--- src/rtl/brq_instr_mem_resp.sv ---
// Instruction-fetch bus responder: grants pipelined word reads against an
// outstanding limit, drives a synchronous SRAM and returns in-order responses.
module brq_instr_mem_resp #(
    parameter logic [31:0] MemBase        = 32'h0000_0000,
    parameter logic [31:0] MemSizeBytes   = 32'h0001_0000,
    parameter int unsigned ReadLatency    = 1,
    parameter int unsigned MaxOutstanding = 2,
    parameter int unsigned AddrW          = 14
) (
    input  logic             clk_i,
    input  logic             rst_ni,
    input  logic             instr_req_i,
    input  logic [31:0]      instr_addr_i,
    output logic             instr_gnt_o,
    output logic             instr_rvalid_o,
    output logic [31:0]      instr_rdata_o,
    output logic             instr_err_o,
    input  logic             stall_i,
    output logic             mem_req_o,
    output logic [AddrW-1:0] mem_addr_o,
    input  logic [31:0]      mem_rdata_i
);
    localparam int unsigned CntW = 3;

    logic [CntW-1:0]        r_cnt;
    logic [ReadLatency-1:0] r_vld;
    logic [ReadLatency-1:0] r_err;

    logic        w_fire;
    logic        w_gnt;
    logic        w_hit;
    logic        w_aligned;
    logic        w_ok;
    logic [31:0] w_off;
    logic [31:0] w_data;

    // Window decode on the unsigned offset: addresses below the base wrap and miss.
    assign w_off     = instr_addr_i - MemBase;
    assign w_hit     = (w_off < MemSizeBytes);
    assign w_aligned = (instr_addr_i[1:0] == 2'b00);
    assign w_ok      = w_hit & w_aligned;

    assign w_fire = r_vld[ReadLatency-1];
    assign w_gnt  = instr_req_i & ~stall_i
                  & ((r_cnt < CntW'(MaxOutstanding)) | w_fire);

    assign instr_gnt_o = w_gnt;
    assign mem_req_o   = w_gnt & w_ok;
    assign mem_addr_o  = w_off[AddrW+1:2];

    // Outstanding-transaction counter.
    always_ff @(posedge clk_i or negedge rst_ni) begin
        if (!rst_ni) begin
            r_cnt <= '0;
        end else begin
            r_cnt <= r_cnt + CntW'(w_gnt) - CntW'(w_fire);
        end
    end

    // Response tag pipeline {valid, err}; the last stage is the bus output.
    always_ff @(posedge clk_i or negedge rst_ni) begin
        if (!rst_ni) begin
            r_vld <= '0;
            r_err <= '0;
        end else begin
            r_vld[0] <= w_gnt;
            r_err[0] <= w_gnt & ~w_ok;
            for (int i = 1; i < ReadLatency; i++) begin
                r_vld[i] <= r_vld[i-1];
                r_err[i] <= r_err[i-1];
            end
        end
    end

    generate
        if (ReadLatency > 1) begin : g_data_regs
            logic [31:0] r_data [ReadLatency-1];

            // SRAM word is captured the cycle after its read and follows its tag.
            always_ff @(posedge clk_i or negedge rst_ni) begin
                if (!rst_ni) begin
                    for (int i = 0; i < ReadLatency - 1; i++) begin
                        r_data[i] <= '0;
                    end
                end else begin
                    if (r_vld[0] & ~r_err[0]) begin
                        r_data[0] <= mem_rdata_i;
                    end
                    for (int i = 1; i < ReadLatency - 1; i++) begin
                        if (r_vld[i]) begin
                            r_data[i] <= r_data[i-1];
                        end
                    end
                end
            end

            assign w_data = r_data[ReadLatency-2];
        end else begin : g_data_bypass
            // Single-cycle latency: the SRAM output register is the data stage.
            assign w_data = mem_rdata_i;
        end
    endgenerate

    assign instr_rvalid_o = r_vld[ReadLatency-1];
    assign instr_err_o    = r_err[ReadLatency-1];
    assign instr_rdata_o  = (instr_rvalid_o & ~instr_err_o) ? w_data : 32'h0;

    cnt_bound_a: assert property (@(posedge clk_i) disable iff (!rst_ni)
        r_cnt <= CntW'(MaxOutstanding));

    fire_has_owner_a: assert property (@(posedge clk_i) disable iff (!rst_ni)
        w_fire |-> (r_cnt != '0));

endmodule

--- config.mk ---
export PLATFORM = sky130hd
export DESIGN_NAME = brq_instr_mem_resp
export DESIGN_NICKNAME = d
export VERILOG_FILES = /design/src/rtl/brq_instr_mem_resp.sv
export SDC_FILE = /design/constraint.sdc
export NUM_CORES = 1
export LEC_CHECK = 0
export CORE_AREA = 2 2 45 47
export CTS_CLUSTER_DIAMETER = 50
export CTS_CLUSTER_SIZE = 8
export DETAILED_ROUTE_END_ITERATION = 8
export DIE_AREA = 0 0 47 49
export DONT_BUFFER_PORTS = 1
export PLACE_DENSITY = 0.59
export SYNTH_ARGS = -nofsm -noshare
export SYNTH_HDL_FRONTEND = slang
export SYNTH_SLANG_ARGS = --single-unit
--- constraint.sdc ---
create_clock -name clk_i -period 1.7 [get_ports clk_i]
set_input_delay 0.34 -clock clk_i [delete_from_list [all_inputs] [get_ports clk_i]]
set_output_delay 0.34 -clock clk_i [all_outputs]
set_load 0.01 [all_outputs]
Yosys cells after proc, flatten, opt, wreduce, memory -nomap -nowiden:

Index checks and enable logic that the tools add are counted.

* $lt $le $gt $ge: 2
* bitwise operators: 10
* reduce and logical (&&, ||, !) cells: 1
* add/subtract/negate cells: 2
* muxes and demuxes: 1

Operators with widths (count)
* < comparator 32 x 17 -> 1 bit, second input constant: 1
* two-way mux 32 bit: 1
* bitwise AND 1 bit: 6
* adder 3 x 1 -> 3 bit: 1
* < comparator 3 x 2 -> 1 bit, second input constant: 1
* NOT 1 bit: 3
* subtractor 3 x 1 -> 3 bit: 1
* logical NOT 2 bit: 1
* bitwise OR 1 bit: 1

* bits of input ports: 68
* logic and storage cells: 19
* output and inout port bits: 50
* flip-flop bits (word level): 5

Depth between registers and ports, before layout:

* depth in word-level cells: 5
* mapped depth: 7
* depth with buffers taken out: 7

Worst setup path after synthesis:

OpenSTA, ideal clock, no wires.

* path type: reg2reg
* start point: reg r_cnt[1]
* end point: reg r_cnt[2]
* path buffers: 0
* period minus slack after synthesis: 1.713 ns
* data arrival time: 1.590 ns
* cell stages (with the launch flop): 8
* setup slack: -0.013 ns
* cells stage by stage: dfrtp_1 > inv_1 > ha_1 > o211ai_1 > inv_1 > ha_1 > fa_1 > xnor2_1

* cells in the longest elaborated chain, start to end: 5

Ends and longest elaborated chain
* start: declaration: RTL line 25 `logic [CntW-1:0] r_cnt;`
* start signal: assignment: RTL line 56 `r_cnt <= r_cnt + CntW'(w_gnt) - CntW'(w_fire);`
* < comparator 3 x 2 -> 1 bit: RTL line 45 `& ((r_cnt < CntW'(MaxOutstanding)) | w_fire);`
* bitwise OR 1 bit: RTL line 45
* bitwise AND 1 bit: RTL line 45
* net instr_gnt_o: RTL line 14 `output logic instr_gnt_o,`
* adder 3 x 1 -> 3 bit: RTL line 56
* subtractor 3 x 1 -> 3 bit: RTL line 56

The timed path passes the listed nets, and every way through them passes these cells.

Worst setup path in the final report:

* start point: reg r_cnt[1]
* end point: out mem_req_o

* cells in the longest elaborated chain, start to end: 4

Ends and longest elaborated chain
* < comparator 3 x 2 -> 1 bit: RTL line 45
* bitwise OR 1 bit: RTL line 45
* bitwise AND 1 bit: RTL line 45
* bitwise AND 1 bit: RTL line 48 `assign mem_req_o = w_gnt & w_ok;`
* end: declaration: RTL line 19 `output logic mem_req_o,`

No other way between the ends.

==> results.yml <==
cells_and_area:
  fill_cells: 197
  fin_nets: 146
  final_layout_size_suffix_gt1_share_pct: 28.77
  n_antenna_cell: 0
  area_growth_pct: 10.95
  fin_util_pct: 37.16
detailed_routing:
  vias_per_cell: 4.950
  wl_per_cell_um: 16.19
  drc: 0
  ant_nets: 0
  drt_iter0_drc: 7
  wl_um: 1619
  via_count: 495
  dr.pass1.iters: 4
critical_path:
  cp_max_fo: 2
  cp_slowest_cell: "dfrtp_1"
  arrival_ns: 1.47
  cp.required_ns: 1.36
  path_buf_inv: 2
  cp-start-kind: "flop"
  crit_chain: "inv_2 > ha_4 > o211ai_1 > buf_4 > and4b_1"
  cpPeakStageDelay_ns: 0.34
  end_kind: "primary output"
  crit_type: "flop to primary output"
  cp_top_family: "flip-flops"
global_route:
  grt_max_degree: 33
  grt_usage_pct: 11.90
  grt_overflow: 0
  antenna_found_initial: 0
  grt_pass1_wl_um: 1849
  grt_pass1_vias: 419
floorplan:
  initial_utilization_pct: 33.49
  die_w_um: 47
  rows: 16
  io_pins: 118
  die_h_um: 49
  die_area_sq_um: 2303
  core_area_sq_um: 1842
timing:
  relSlewSlack_pct: 78.66
  worst_pin_slew_ns: 0.3172
  setup_violations: 4
  slew_viol_final: 0
  hold_violations: 0
  setup_tns_ns: -0.2871
  skew_ns: 0.002939
  rsz0062_at_grt: "true"
  hold_ws_ns: 0.2689
  fin_crit_ns: 1.809
  min_period_over_period_pct: 106.4
  max_clock_freq_mhz: 552.8
  finalWorstSetupSlack_ns: -0.1090
synthesis:
  synth_edf_count: 0
  async_flop_share_pct: 100.0
  seq_area_frac_synth_pct: 20.28
  synthesis.area_sq_um: 616.8
  synth_top_area_cell: "and2_1"
  syn_inst: 75
  synthFlopType: "dfrtp_1"
  syn_nets: 147
  synthTopCellsByCount: "32 x and2_1, 14 x buf_4, 7 x inv_1"
  yosys_warnings: 0
  yosys-top-cells-area: "and2_1 32%, dfrtp_1 20%, buf_4 17%"
  synth.most_common_cell: "and2_1"
  synth.top_cell.area_share_pct: 32.45
  ys_types: 16
  ys_ff_latch: 5
  synth.avg_cell_area_sq_um: 8.225
placement:
  place_congestion: 0.7631
  port_buffers: 0
  hpwlAfterDp_um: 1306
clock_network:
  clk_pin_slew_worst_paths_ns: 0.04
  numCtsBuffers: 3
  insertion_delay_ns: 0.24
  cts.htree.levels: 1
  clockRootBuffer: "clkbuf_4"
  clock_sinks: 5
  cts_tree: "built"
  clock_path_buffers: 2
power_and_ir_drop:
  p_sw_uw: 52.74
  p_seq_share_pct: 45.0
  p_int_uw: 212.8
  power_switching_share_pct: 19.87
  share_comb_of_total_power_pct: 3.2
  clkPwrFrac_pct: 51.8
  finalPower_uw: 265.5
  leakage_uw: 0.0003193
  power_density_nw_per_um2: 387.9
  max-vdd-ir-drop_mv: 0.2907
flow_run:
  maxCapViolCount: 0
run_status:
  outcome: "complete, but fails checks"
  violations: "negative setup slack"
hold_path:
  min-delay-path-class: "primary input to flop"
-- kinds of logic (layout without fill, tap and decap cells) --
logic type | count (synthesis) | in the layout | share of synthesized area, %
and+or+nand+nor | 39 | 39 | 43.61
AOI/OAI and AO/OA | 2 | 2 | 2.232
xor gates and xnor gates | 1 | 1 | 1.420
buffers and inverters | 24 | 22 | 23.12
adders and majority gates | 4 | 4 | 9.331
DFF | 5 | 5 | 20.28
-- routing by layer --
metal | wire, um | vias to the layer above | part of all wire, % | track usage [%]
li1 | - | 216 | - | -
met1 | 467 | 212 | 29 | 10.09
met2 | 884 | 61 | 55 | 21.00
met3 | 228 | 6 | 14 | 2.963
met4 | 39 | 0 | 2.4 | 10.19
met5 | 0 | - | 0 | 0
-- power groups by stage --
stage	clock network, uW	registers, uW	logic (uW)
after floorplan	0	121	38.4
after global placement	0	121	4.65
after detailed placement	0	121	4.64
after CTS	146	119	8.71
after global routing	147	119	9.13
final	138	119	8.48
-- cells in the final DEF (no fill, tap or decap), drive strengths merged --
cell	netlist	layout
buf	14	10
clkbuf	3	4
nor2b	1	1
dfrtp	5	5
ha	3	3
fa	1	1
and4b	1	1
xnor2	1	1
or4	2	2
and2	32	32
o211ai	1	1
dlygate4sd3	0	1
a31oi	1	1
nor4	3	3
inv	7	7
-- worst reg2reg max path, cell delays in order (launching register included) --
cell      delay, ns
dfrtp_1        0.34
inv_2          0.06
ha_4           0.15
o211ai_1       0.28
inv_1          0.16
ha_4           0.19
fa_2           0.35
xnor2_2        0.14
-- state kept, by name, summed over array words and instances, names as in the netlist --
| register | cells |
|---|---|
| r_cnt | 3 |
| instr_rvalid_o | 1 |
| instr_err_o | 1 |
-- what timing repair did --
action	4_1_cts	5_1_grt
buffers inserted	5	0
pin swaps	3	4
hold buffers	1	0
endpoints found under the hold margin	5	0
endpoints found under the setup margin	2	4
gates resized for setup	4	4
-- path summary, 6_finish.rpt --
path	end	cells after the start	start	slack, ns
worst max-delay path	mem_req_o	5	r_cnt[1]	-0.11
max in group asynchronous	r_cnt[0]	1	rst_ni	1.11
worst max register to register	r_cnt[2]	7	r_cnt[1]	-0.09
worst min register to register	r_cnt[2]	3	r_cnt[2]	0.65
worst min-delay path	instr_err_o	2	instr_addr_i[27]	0.27
min in group asynchronous	r_cnt[1]	1	rst_ni	0.39
-- cell type report --
class / count / area (sq um) / area share (%)
Multi-Input combinational cell: 46 / 384.1 / 56.12
Sequential cell: 5 / 125.1 / 18.28
Timing Repair Buffer: 11 / 88.84 / 12.98
Tap cell: 27 / 33.78 / 4.936
Clock buffer: 4 / 26.28 / 3.839
Inverter: 7 / 26.28 / 3.839
-- per-stage QoR --
stage,std cells,setup WS (ns),instance area (sq um)
2_1_floorplan,75,0.005147,619.3
3_3_place_gp,90,0.001117,574.3
3_5_place_dp,90,-0.02268,574.3
4_1_cts,100,-0.06041,663.1
5_1_grt,100,-0.1821,684.4
6_report,100,-0.1090,684.4
No activity file was read; power rests on OpenSTA's default activity.
